<file path="src/rtl/pdm_pkg.sv">
// Shared types and default parameters for the PDM microphone capture block.
package pdm_pkg;

    localparam int unsigned DEF_CLK_DIV    = 50;
    localparam int unsigned DEF_DECIM      = 64;
    localparam int unsigned DEF_WARMUP_WIN = 2;

    typedef enum logic [1:0] {
        ST_IDLE   = 2'd0,
        ST_WARMUP = 2'd1,
        ST_RUN    = 2'd2
    } pdm_state_e;

endpackage

</file>
<file path="src/rtl/pdm_capture_if.sv">
// PCM sample handshake between the capture block (master) and its sink (slave).
interface pdm_capture_if #(
    parameter int unsigned DECIM = 64
);
    localparam int unsigned PCM_W = $clog2(DECIM + 1);

    logic [PCM_W-1:0] pcm_data;
    logic             pcm_valid;
    logic             pcm_ready;

    modport master (output pcm_data, output pcm_valid, input pcm_ready);
    modport slave  (input pcm_data, input pcm_valid, output pcm_ready);
endinterface

</file>
<file path="src/rtl/pdm_clkgen.sv">
// Microphone clock divider; rise_o pulses in the first clk cycle mic_clk_o is high.
import pdm_pkg::*;

module pdm_clkgen #(
    parameter int unsigned CLK_DIV = DEF_CLK_DIV
) (
    input  logic clk,
    input  logic rst_n,
    input  logic run_i,
    output logic mic_clk_o,
    output logic rise_o
);
    localparam int unsigned DIV_W = (CLK_DIV > 1) ? $clog2(CLK_DIV) : 1;

    logic [DIV_W-1:0] div_q, div_d;
    logic             mic_clk_q, mic_clk_d;
    logic             rise_q, rise_d;

    always_comb begin
        div_d     = div_q;
        mic_clk_d = mic_clk_q;
        rise_d    = 1'b0;
        if (!run_i) begin
            div_d     = '0;
            mic_clk_d = 1'b0;
        end else if (div_q == DIV_W'(CLK_DIV - 1)) begin
            div_d     = '0;
            mic_clk_d = !mic_clk_q;
            rise_d    = !mic_clk_q;
        end else begin
            div_d = div_q + DIV_W'(1);
        end
    end

    always_ff @(posedge clk or negedge rst_n) begin
        if (!rst_n) begin
            div_q     <= '0;
            mic_clk_q <= 1'b0;
            rise_q    <= 1'b0;
        end else begin
            div_q     <= div_d;
            mic_clk_q <= mic_clk_d;
            rise_q    <= rise_d;
        end
    end

    assign mic_clk_o = mic_clk_q;
    assign rise_o    = rise_q;
endmodule

</file>
<file path="src/rtl/pdm_capture.sv">
// PDM microphone capture: popcount decimation into PCM samples with valid/ready output.
// Optional lost-sample counter on ovf_count when PDM_CAPTURE_OVF_CNT_EN is defined.
import pdm_pkg::*;

module pdm_capture #(
    parameter int unsigned CLK_DIV    = DEF_CLK_DIV,
    parameter int unsigned DECIM      = DEF_DECIM,
    parameter int unsigned WARMUP_WIN = DEF_WARMUP_WIN
) (
    input  logic          clk,
    input  logic          reset,
    input  logic          enable,
    input  logic          mic_data,
    output logic          mic_clk,
    output logic          mic_lrsel,
    pdm_capture_if.master pcm,
    output logic          overflow,
    output logic [15:0]   ovf_count
);
    localparam int unsigned PCM_W = $clog2(DECIM + 1);
    localparam int unsigned CNT_W = $clog2(DECIM);
    localparam int unsigned WIN_W = 8;

    logic [1:0]       rst_sync_q;
    logic             rst_n_int;
    logic [1:0]       sync_q;
    logic             rise_c;
    logic             lost_c;

    pdm_state_e       state_q, state_d;
    logic [PCM_W-1:0] acc_q, acc_d;
    logic [CNT_W-1:0] cnt_q, cnt_d;
    logic [WIN_W-1:0] win_q, win_d;
    logic [PCM_W-1:0] data_q, data_d;
    logic             valid_q, valid_d;
    logic             overflow_q, overflow_d;

    // Assert asynchronously, release two edges after reset deasserts.
    always_ff @(posedge clk or negedge reset) begin
        if (!reset) rst_sync_q <= 2'b00;
        else        rst_sync_q <= {rst_sync_q[0], 1'b1};
    end
    assign rst_n_int = rst_sync_q[1];

    always_ff @(posedge clk or negedge rst_n_int) begin
        if (!rst_n_int) sync_q <= 2'b00;
        else            sync_q <= {sync_q[0], mic_data};
    end

    // Driven from next state so the mic clock stops on the same edge that enters IDLE.
    pdm_clkgen #(.CLK_DIV(CLK_DIV)) u_clkgen (
        .clk       (clk),
        .rst_n     (rst_n_int),
        .run_i     (state_d != ST_IDLE),
        .mic_clk_o (mic_clk),
        .rise_o    (rise_c)
    );

    always_comb begin
        state_d = state_q;
        acc_d   = acc_q;
        cnt_d   = cnt_q;
        win_d   = win_q;
        data_d  = data_q;
        valid_d = valid_q;
        lost_c  = 1'b0;
        if (valid_q && pcm.pcm_ready) valid_d = 1'b0;
        case (state_q)
            ST_IDLE: begin
                acc_d = '0;
                cnt_d = '0;
                win_d = '0;
                if (enable) state_d = (WARMUP_WIN == 0) ? ST_RUN : ST_WARMUP;
            end
            ST_WARMUP, ST_RUN: begin
                if (!enable) begin
                    state_d = ST_IDLE;
                    acc_d   = '0;
                    cnt_d   = '0;
                    win_d   = '0;
                end else if (rise_c) begin
                    if (cnt_q == CNT_W'(DECIM - 1)) begin
                        acc_d = '0;
                        cnt_d = '0;
                        if (state_q == ST_WARMUP) begin
                            if (win_q == WIN_W'(WARMUP_WIN - 1)) begin
                                state_d = ST_RUN;
                                win_d   = '0;
                            end else begin
                                win_d = win_q + WIN_W'(1);
                            end
                        end else if (!valid_q || pcm.pcm_ready) begin
                            data_d  = acc_q + PCM_W'(sync_q[1]);
                            valid_d = 1'b1;
                        end else begin
                            lost_c = 1'b1;
                        end
                    end else begin
                        acc_d = acc_q + PCM_W'(sync_q[1]);
                        cnt_d = cnt_q + CNT_W'(1);
                    end
                end
            end
            default: state_d = ST_IDLE;
        endcase
        overflow_d = enable & (overflow_q | lost_c);
    end

    always_ff @(posedge clk or negedge rst_n_int) begin
        if (!rst_n_int) begin
            state_q    <= ST_IDLE;
            acc_q      <= '0;
            cnt_q      <= '0;
            win_q      <= '0;
            data_q     <= '0;
            valid_q    <= 1'b0;
            overflow_q <= 1'b0;
        end else begin
            state_q    <= state_d;
            acc_q      <= acc_d;
            cnt_q      <= cnt_d;
            win_q      <= win_d;
            data_q     <= data_d;
            valid_q    <= valid_d;
            overflow_q <= overflow_d;
        end
    end

`ifdef PDM_CAPTURE_OVF_CNT_EN
    logic [15:0] ovf_cnt_q;

    // Saturating count of dropped samples; only reset clears it.
    always_ff @(posedge clk or negedge rst_n_int) begin
        if (!rst_n_int)                          ovf_cnt_q <= 16'h0000;
        else if (lost_c && ovf_cnt_q != 16'hFFFF) ovf_cnt_q <= ovf_cnt_q + 16'd1;
    end
    assign ovf_count = ovf_cnt_q;
`else
    assign ovf_count = 16'h0000;
`endif

    assign mic_lrsel     = 1'b0;
    assign overflow      = overflow_q;
    assign pcm.pcm_data  = data_q;
    assign pcm.pcm_valid = valid_q;
endmodule

</file>
<file path="src/flat_wrapper.sv">
// flat-port wrapper written by rule: the top's interface ports become plain ports
module pdm_capture_flat 
#(
    parameter int unsigned CLK_DIV    = DEF_CLK_DIV,
    parameter int unsigned DECIM      = DEF_DECIM,
    parameter int unsigned WARMUP_WIN = DEF_WARMUP_WIN
)
  (clk, reset, enable, mic_data, mic_clk, mic_lrsel, overflow, ovf_count, pcm_pcm_data, pcm_pcm_valid, pcm_pcm_ready);
  pdm_capture_if #(.DECIM(DECIM)) pcm_i ();
  input  logic clk;
  input  logic reset;
  input  logic enable;
  input  logic mic_data;
  output logic mic_clk;
  output logic mic_lrsel;
  output logic overflow;
  output logic [15:0] ovf_count;
  output wire logic [$bits(pcm_i.pcm_data)-1:0] pcm_pcm_data;
  output wire logic [$bits(pcm_i.pcm_valid)-1:0] pcm_pcm_valid;
  input wire logic [$bits(pcm_i.pcm_ready)-1:0] pcm_pcm_ready;
  assign pcm_pcm_data = pcm_i.pcm_data;
  assign pcm_pcm_valid = pcm_i.pcm_valid;
  assign pcm_i.pcm_ready = pcm_pcm_ready;
  pdm_capture #(.CLK_DIV(CLK_DIV), .DECIM(DECIM), .WARMUP_WIN(WARMUP_WIN)) u_core (.clk(clk), .reset(reset), .enable(enable), .mic_data(mic_data), .mic_clk(mic_clk), .mic_lrsel(mic_lrsel), .pcm(pcm_i), .overflow(overflow), .ovf_count(ovf_count));
endmodule
</file>
<file path="config.mk">
export PLATFORM = sky130hd
export DESIGN_NAME = pdm_capture_flat
export DESIGN_NICKNAME = d
export VERILOG_FILES = /design/src/rtl/pdm_pkg.sv /design/src/rtl/pdm_capture_if.sv /design/src/rtl/pdm_clkgen.sv /design/src/rtl/pdm_capture.sv /design/src/flat_wrapper.sv
export SDC_FILE = /design/constraint.sdc
export NUM_CORES = 1
export LEC_CHECK = 0
export CORE_MARGIN = 2
export CORE_UTILIZATION = 50
export CTS_BUF_LIST = sky130_fd_sc_hd__clkbuf_4 sky130_fd_sc_hd__clkbuf_8
export DETAILED_ROUTE_END_ITERATION = 7
export GPL_TIMING_DRIVEN = 1
export PLACE_DENSITY = 0.72
export SLEW_MARGIN = 10
export SYNTH_ARGS = -nofsm -noshare
export SYNTH_HDL_FRONTEND = slang
export SYNTH_SLANG_ARGS = --single-unit
</file>
<file path="constraint.sdc">
create_clock -name clk -period 3.7 [get_ports clk]
set_clock_uncertainty 0.05 [all_clocks]
set_input_delay 0.74 -clock clk [delete_from_list [all_inputs] [get_ports clk]]
set_output_delay 0.74 -clock clk [all_outputs]
set_load 0.05 [all_outputs]
</file>
==> summary.md, run 1 <==
| Metric | Value |
|---|---|
| Final ANT Viol Nets | 0 |
| DRC Markers | 0 |
| P_leak | 1.19 nW |
| Clk pwr share | 0.311 |
| Starting density of the core | 0.519 |
| CTS resizes | 0 |
| Ordered list of cells on the worst path | clkdlybuf4s50_1 -> nand3_1 -> or4_1 -> nand2b_1 -> mux2_1 |
| Vias in the first global route | 1461 |
| Worst path required time | 3.83 ns |
| Synth area leaders | dfrtp_1, buf_4, ha_1, o21ai_0, xor2_1 |
| Ratio of cells with drive above 1 in the final layout | 0.0975 |
| ANT cells | 0 |
| Largest net degree at the start of global routing | 43 |
| Outcome | finished clean |
| I/O Buffers | 14 |
| Sink Count | 44 |
| Tot GR Track Use | 0.170 |
| Highest-delay cell along the critical path | clkdlybuf4s50_1 |
| Count leader, synth | dfrtp_1 |
| Slew of the pin with the lowest slew margin | 0.894 ns |
| Routed WL | 3.81 mm |
| Largest family of logic cells by synthesized area | simple AND/OR/NAND/NOR gates |
| Hold Path Class | flop to flop |
| Clk slew on worst S/H paths | 0.08 ns |
| DR WL/cell | 13.2 µm |
| Mapped cell area | 2260 µm² |
| Critical path arrival | 2.73 ns |
| Crit Path Max Fanout | 10 |
| Synthesis-stage register bit count | 44 |
| Final min period | 2.59 ns |
| Total CTS buffers | 5 |
| Synth top area share | 0.488 |
| Post-synth top cells | dfrtp_1, nor2_1, o21ai_0 |
| Synthesized area per cell | 10.3 µm² |
| Final Cycle Share | 0.700 |
| Asr flop ratio synth | 1.00 |
| Setup crit end kind | flop |
| First-pass DRT Iterations | 4 |
| Post-synth top area cell | dfrtp_1 |
| P_sw | 0.386 mW |
| Comb pwr share | 0.230 |
| Grt total ovfl | 0 |
| Via Count | 1529 |
| Antenna violations before repair | 0 |
| Net Sw Frac | 0.326 |
| Fmax | 0.386 GHz |
| Xor/xnor cell area share of the yosys netlist | 0.0504 |
| M1 WL | 1.93 mm |
| CORE AREA | 4350 µm² |
| CTS H-tree lvls | 2 |
| Worst Slack Setup Final | 1.11 ns |
| Post-Place Cells | 280 |
| Setup_tns | 0 ns |
| Maxcap violations | 0 |
| Compound-cell area share of the yosys netlist | 0.127 |
| Cts-stage hold buffer count | 0 |
| Hpwl dp | 2.73 mm |
| Adder-cell share of the synthesized area | 0.0554 |
| Worst vdd ir | 297 µV |
| Mux share of post-synthesis cell area | 0.0393 |
| Clk_lat worst skew | 0.30 ns |
| Fin cells | 288 |
| Share of power burned in registers | 0.459 |
| Io pins | 32 |
| Post-Synth Simple-Gate Area | 0.162 |
| Setup violators final | 0 |
| Die H | 71.2 µm |
| Register area | 1100 µm² |
| Layout net count | 250 |
| CTS tree | done |
| WL met3 | 193 µm |
| Crit path max-delay family | simple AND/OR/NAND/NOR gates |
| Post-synth EDFFs | 0 |
| Layout area overhead | 10.6% |
| RSZ-0062 raised after global routing | false |
| Register area share after synthesis | 0.488 |
| Synth Instances | 219 |
| Clock root cell | clkbuf_8 |
| Die width | 71.2 µm |
| Top_reg_cell synth | dfrtp_1 |
| Pwr Density | 473 nW/µm² |
| Post-layout util | 0.574 |
| Synth warn | 0 |
| Tot Pwr | 1.18 mW |
| Yosys cell types | 40 |
| Gpl congestion | 0.774 |
| Fill cell count | 390 |
| Die area | 5070 µm² |
| Vias per Instance | 5.31 |
| Multi-input gate area | 1050 µm² |
| Slew Limit Fails | 0 |
| Worst path bufs/invs | 1 |
| Clock Path Buffers | 2 |
| Startpoint types | primary input |
| Post-CTS setup buffer count | 0 |
| WS Path Type | primary input to flop |
| Rows | 24 |
| Internal | 0.796 mW |
| Top layer in use | met4 |
| Final Hold Viols | 0 |
| Met2 Routed Length | 1.65 mm |
| DP Worst Slack | 0.788 ns |
| First-pass GRT wire length | 6.72 mm |
| Critical Path Max Stage Delay | 0.66 ns |
| DRT iter0 DRCs | 102 |
| Max-slew headroom at the worst pin | 0.404 |
-- power groups by stage --
stage / combinational, mW / clock [mW] / sequential [mW]
2_1_floorplan: 0.225 / 0 / 0.544
3_3_place_gp: 0.264 / 0 / 0.551
3_5_place_dp: 0.269 / 0 / 0.553
4_1_cts: 0.270 / 0.379 / 0.543
5_1_grt: 0.309 / 0.398 / 0.550
6_report: 0.272 / 0.368 / 0.542
-- layer usage --
| layer | GRT usage | up-vias |
|---|---|---|
| met5 | 0 | - |
| met4 | 0.0503 | 0 |
| met3 | 0.0541 | 7 |
| met2 | 0.252 | 37 |
| met1 | 0.242 | 720 |
| li1 | - | 765 |
-- per-stage QoR --
step | hold WS [ns] | cell area, µm²
6_report | 0.301 | 2500
5_1_grt | 0.325 | 2500
4_1_cts | 0.303 | 2500
3_5_place_dp | 0.285 | 2390
3_3_place_gp | 0.282 | 2390
2_1_floorplan | 0.281 | 2320
-- area by class of cell --
cell class / instances / area share
Sequential cell: 44 / 0.441
Multi-Input combinational cell: 163 / 0.420
Timing Repair Buffer: 15 / 0.0591
Clock buffer: 6 / 0.0306
Tap cell: 52 / 0.0261
Clock inverter: 2 / 0.0140
Inverter: 6 / 0.00902
-- placed cells by master, fill, tap and decap left out, types with 5 or more instances in the layout --
master / count
dfrtp_1: 43
nor2_1: 21
o21ai_0: 19
conb_1: 18
clkdlybuf4s50_1: 14
nand3_1: 12
nand2_1: 11
xor2_1: 10
ha_1: 10
inv_1: 6
a21oi_1: 6
or3_1: 6
mux2_2: 6
a22o_1: 5
clkbuf_8: 5
-- cells by family (layout without fill, tap and decap cells) --
| logic type | Yosys count | after routing |
|---|---|---|
| mux | 8 | 8 |
| xor+xnor | 13 | 13 |
| flops | 44 | 44 |
| buf+inv | 28 | 29 |
| other cells | 2 | 18 |
| compound gates | 43 | 43 |
| simple gates | 71 | 71 |
| fa+ha+maj | 10 | 10 |
-- flip-flops by register name, summed over array words and instances, names as in the netlist --
signal	count
u_core.win_q	8
u_core.acc_q	7
u_core.pcm.pcm_data	7
u_core.cnt_q	6
u_core.u_clkgen.div_q	6
u_core.rst_sync_q	2
u_core.state_q	2
u_core.sync_q	2
u_core.overflow	1
u_core.pcm.pcm_valid	1
u_core.u_clkgen.mic_clk_o	1
u_core.u_clkgen.rise_o	1
-- final timing paths --
path,from,endpoint,slack [ns],depth (start not counted)
worst max-delay path,enable,u_core.pcm.pcm_data[0]$_DFFE_PN0P_,1.11,5
worst min-delay path,u_core.sync_q[0]$_DFF_PN0_,u_core.sync_q[1]$_DFF_PN0_,0.30,0
worst max register to register,u_core.win_q[1]$_DFFE_PN0P_,u_core.u_clkgen.div_q[2]$_DFF_PN0_,1.22,7
worst min register to register,u_core.sync_q[0]$_DFF_PN0_,u_core.sync_q[1]$_DFF_PN0_,0.30,0
max in group asynchronous,u_core.rst_sync_q[1]$_DFF_PN0_,u_core.acc_q[6]$_DFFE_PN0P_,2.70,0
min in group asynchronous,u_core.rst_sync_q[1]$_DFF_PN0_,u_core.pcm.pcm_data[2]$_DFFE_PN0P_,0.35,0
No activity file was read; power rests on OpenSTA's default activity.
==> run 2, diff against run 1 <==
--- a/config.mk
+++ b/config.mk
@@ -10,7 +10,7 @@
 export CTS_BUF_LIST = sky130_fd_sc_hd__clkbuf_4 sky130_fd_sc_hd__clkbuf_8
 export DETAILED_ROUTE_END_ITERATION = 7
 export GPL_TIMING_DRIVEN = 1
-export PLACE_DENSITY = 0.72
+export PLACE_DENSITY = 0.75
 export SLEW_MARGIN = 10
 export SYNTH_ARGS = -nofsm -noshare
 export SYNTH_HDL_FRONTEND = slang
==> constraint.sdc (replaced) <==
create_clock -name clk -period 2.1 [get_ports clk]
set_clock_uncertainty 0.05 [all_clocks]
set_input_delay 0.42 -clock clk [delete_from_list [all_inputs] [get_ports clk]]
set_output_delay 0.42 -clock clk [all_outputs]
set_load 0.05 [all_outputs]
==> run 2 against run 1 <==
Net effect:
- the flow now finishes with violations (setup timing)
- die area did not move
- cell count rose by 9.7%
- non-clock buffer count rose by 28
- sequential share of layout area fell by 3.6 points
- largest power group unchanged
==> summary.md, run 2 (synthesis gave the netlist of run 1 again) <==
| Metric | Value |
|---|---|
| Hold WS | 0.172 ns (-0.129 ns) |
| RSZ-0062 raised after global routing | true |
| Die area | 5070 µm² (unchanged) |
| Largest register FFs | 8 (unchanged) |
| Critical Path Max Stage Delay | 0.59 ns (-0.07 ns) |
| Outcome | complete, but fails checks |
| Worst vdd ir | 431 µV (+45%) |
| Largest net degree at the start of global routing | 23 (-47%) |
| DRC Markers | 0 (unchanged) |
| RR Endpoint | u_core.u_clkgen.div_q[2]$_DFF_PN0_ |
| CORE AREA | 4350 µm² (unchanged) |
| Gpl congestion | 0.834 (+7.8%) |
| Most common cell after layout, fill and taps aside | dfrtp_1 |
| Final min period | 2.25 ns |
| Starting density of the core | 0.519 (unchanged) |
| Vias in the first global route | 1538 (+5.3%) |
| First-pass GRT wire length | 6.89 mm (+2.6%) |
| Tot GR Track Use | 0.173 (+0.00229) |
| Total CTS buffers | 5 (unchanged) |
| ANT cells | 0 (unchanged) |
| Worst path bufs/invs | 0 (-1) |
| Pwr Density | 764 nW/µm² (+62%) |
| First-pass DRT Iterations | 4 (unchanged) |
| P_leak | 1.34 nW (+12%) |
| Rows | 24 (unchanged) |
| Crit path max-delay family | simple AND/OR/NAND/NOR gates |
| Setup violators final | 9 (+9) |
| Fin cells | 316 (+9.7%) |
| Most flops, register | u_core.win_q |
| Final Hold Viols | 0 (unchanged) |
| Max-slew headroom at the worst pin | 0.664 (+0.259) |
| Highest-delay cell along the critical path | or4_4 |
| Setup crit end kind | flop |
| Ratio of cells with drive above 1 in the final layout | 0.205 (+0.107) |
| Crit path depth | 5 (unchanged) |
| Via Count | 1633 (+6.8%) |
| Startpoint types | flop |
| Most frequent CP cell | or4_4 |
| Ordered list of cells on the worst path | or4_4 -> or4_4 -> o31a_1 -> o21ai_4 -> nor2_1 |
| Fmax | 0.444 GHz |
| Clock Path Buffers | 2 (unchanged) |
| Sink Count | 44 (unchanged) |
| CTS H-tree lvls | 2 (unchanged) |
| Clock root cell | clkbuf_8 |
| Die width | 71.2 µm (unchanged) |
| Flop2flop setup slack | -0.15 ns (-1.37 ns) |
| I/O Buffers | 14 (unchanged) |
| Io pins | 32 (unchanged) |
| Final ANT Viol Nets | 0 (unchanged) |
| WS Path Type | flop to flop |
| Clk slew on worst S/H paths | 0.09 ns (about the same) |
| Antenna violations before repair | 0 (unchanged) |
| Layout net count | 278 (+11%) |
| Vias per Instance | 5.17 (-2.7%) |
| Worst Slack Setup Final | -0.152 ns (-1.26 ns) |
| Grt total ovfl | 0 (unchanged) |
| Slew Limit Fails | 0 (unchanged) |
| DR WL/cell | 12.3 µm (-7.0%) |
| Hpwl dp | 2.85 mm (+4.1%) |
| Layout area overhead | 20.4% |
| Most frequent cells in the layout | dfrtp_1, buf_4, nor2_1 |
| Worst path required time | 2.23 ns (-1.60 ns) |
| Final Cycle Share | 1.07 |
| CTS tree | done |
| Clk_lat worst skew | 0.30 ns (about the same) |
| Routed WL | 3.89 mm (+2.0%) |
| Hold Path Class | flop to async pin |
| R2R Path Start | u_core.win_q[5]$_DFFE_PN0P_ |
| DRT iter0 DRCs | 89 (-13%) |
| Failing checks | setup timing |
| Crit Path Max Fanout | 5 (-5) |
| R2R cell count | 5 (-2) |
| Slew of the pin with the lowest slew margin | 0.503 ns (-0.391 ns) |
| Maxcap violations | 0 (unchanged) |
| Critical path arrival | 2.38 ns (-0.35 ns) |
| Cts-stage hold buffer count | 0 (unchanged) |
| Die H | 71.2 µm (unchanged) |
| Post-Place Cells | 306 (+9.3%) |
[run 2: where the power goes]
part / internal, mW / leakage [nW] / switching [mW] / total (mW)
registers: 0.892 / 0.600 / 0.0456 / 0.937
logic: 0.248 / 0.691 / 0.378 / 0.626
clock network: 0.232 / 0.0479 / 0.283 / 0.514
[run 2: how the worst max path moves through the flow]
stage / from / end / slack, ns
finish: u_core.win_q[5]$_DFFE_PN0P_ / u_core.u_clkgen.div_q[2]$_DFF_PN0_ / -0.15
global route: u_core.win_q[1]$_DFFE_PN0P_ / u_core.u_clkgen.div_q[5]$_DFF_PN0_ / -0.26
CTS: u_core.win_q[5]$_DFFE_PN0P_ / u_core.u_clkgen.div_q[4]$_DFF_PN0_ / -0.19
detailed placement: enable / u_core.pcm.pcm_data[0]$_DFFE_PN0P_ / -0.25
global placement: enable / u_core.pcm.pcm_data[0]$_DFFE_PN0P_ / -0.21
floorplan: u_core.win_q[1]$_DFFE_PN0P_ / u_core.u_clkgen.div_q[0]$_DFF_PN0_ / -0.13
[run 2: stage by stage]
step / setup WS, ns / util / cell area, µm² / power [mW] / setup TNS (ns)
final: -0.152 / 0.625 / 2720 / 2.08 / -1.16
after global routing: -0.260 / 0.625 / 2720 / 2.22 / -2.49
after CTS: -0.189 / 0.620 / 2700 / 2.08 / -1.18
after detailed placement: -0.251 / 0.596 / 2600 / 1.55 / -3.27
after global placement: -0.214 / 0.596 / 2600 / 1.54 / -2.77
after floorplan: -0.135 / - / 2330 / 1.36 / -1.29
[run 2: cell type report]
class / count / area (µm²)
multi-input combinational: 163 / 1070
tap: 52 / 65.1
sequential: 44 / 1100
clock buffer: 5 / 68.8
inverter: 6 / 22.5
timing repair buffer: 43 / 370
clock inverter: 3 / 18.8
fill: 359 / 1630
[run 2: worst reg2reg max path, delay by kind of cell, from the launching register on]
kind / cells / cell delay, ns
flops: 1 / 0.38
simple gates: 3 / 1.19
compound gates: 2 / 0.53
[run 2: repair_timing]
action | CTS | global route
gates resized for setup | 2 | 4
setup endpoints to repair | 12 | 30
buffers inserted | 1 | 1
pin swaps | 4 | 1
[run 2: routing by layer]
metal	vias up	part of all wire	routed length [µm]	track usage
li1	816	-	-	-
met2	35	0.45	1770	0.257
met3	4	0.038	149	0.0342
met4	0	0.015	59	0.0818
met5	-	0	0	0
met1	778	0.49	1920	0.243
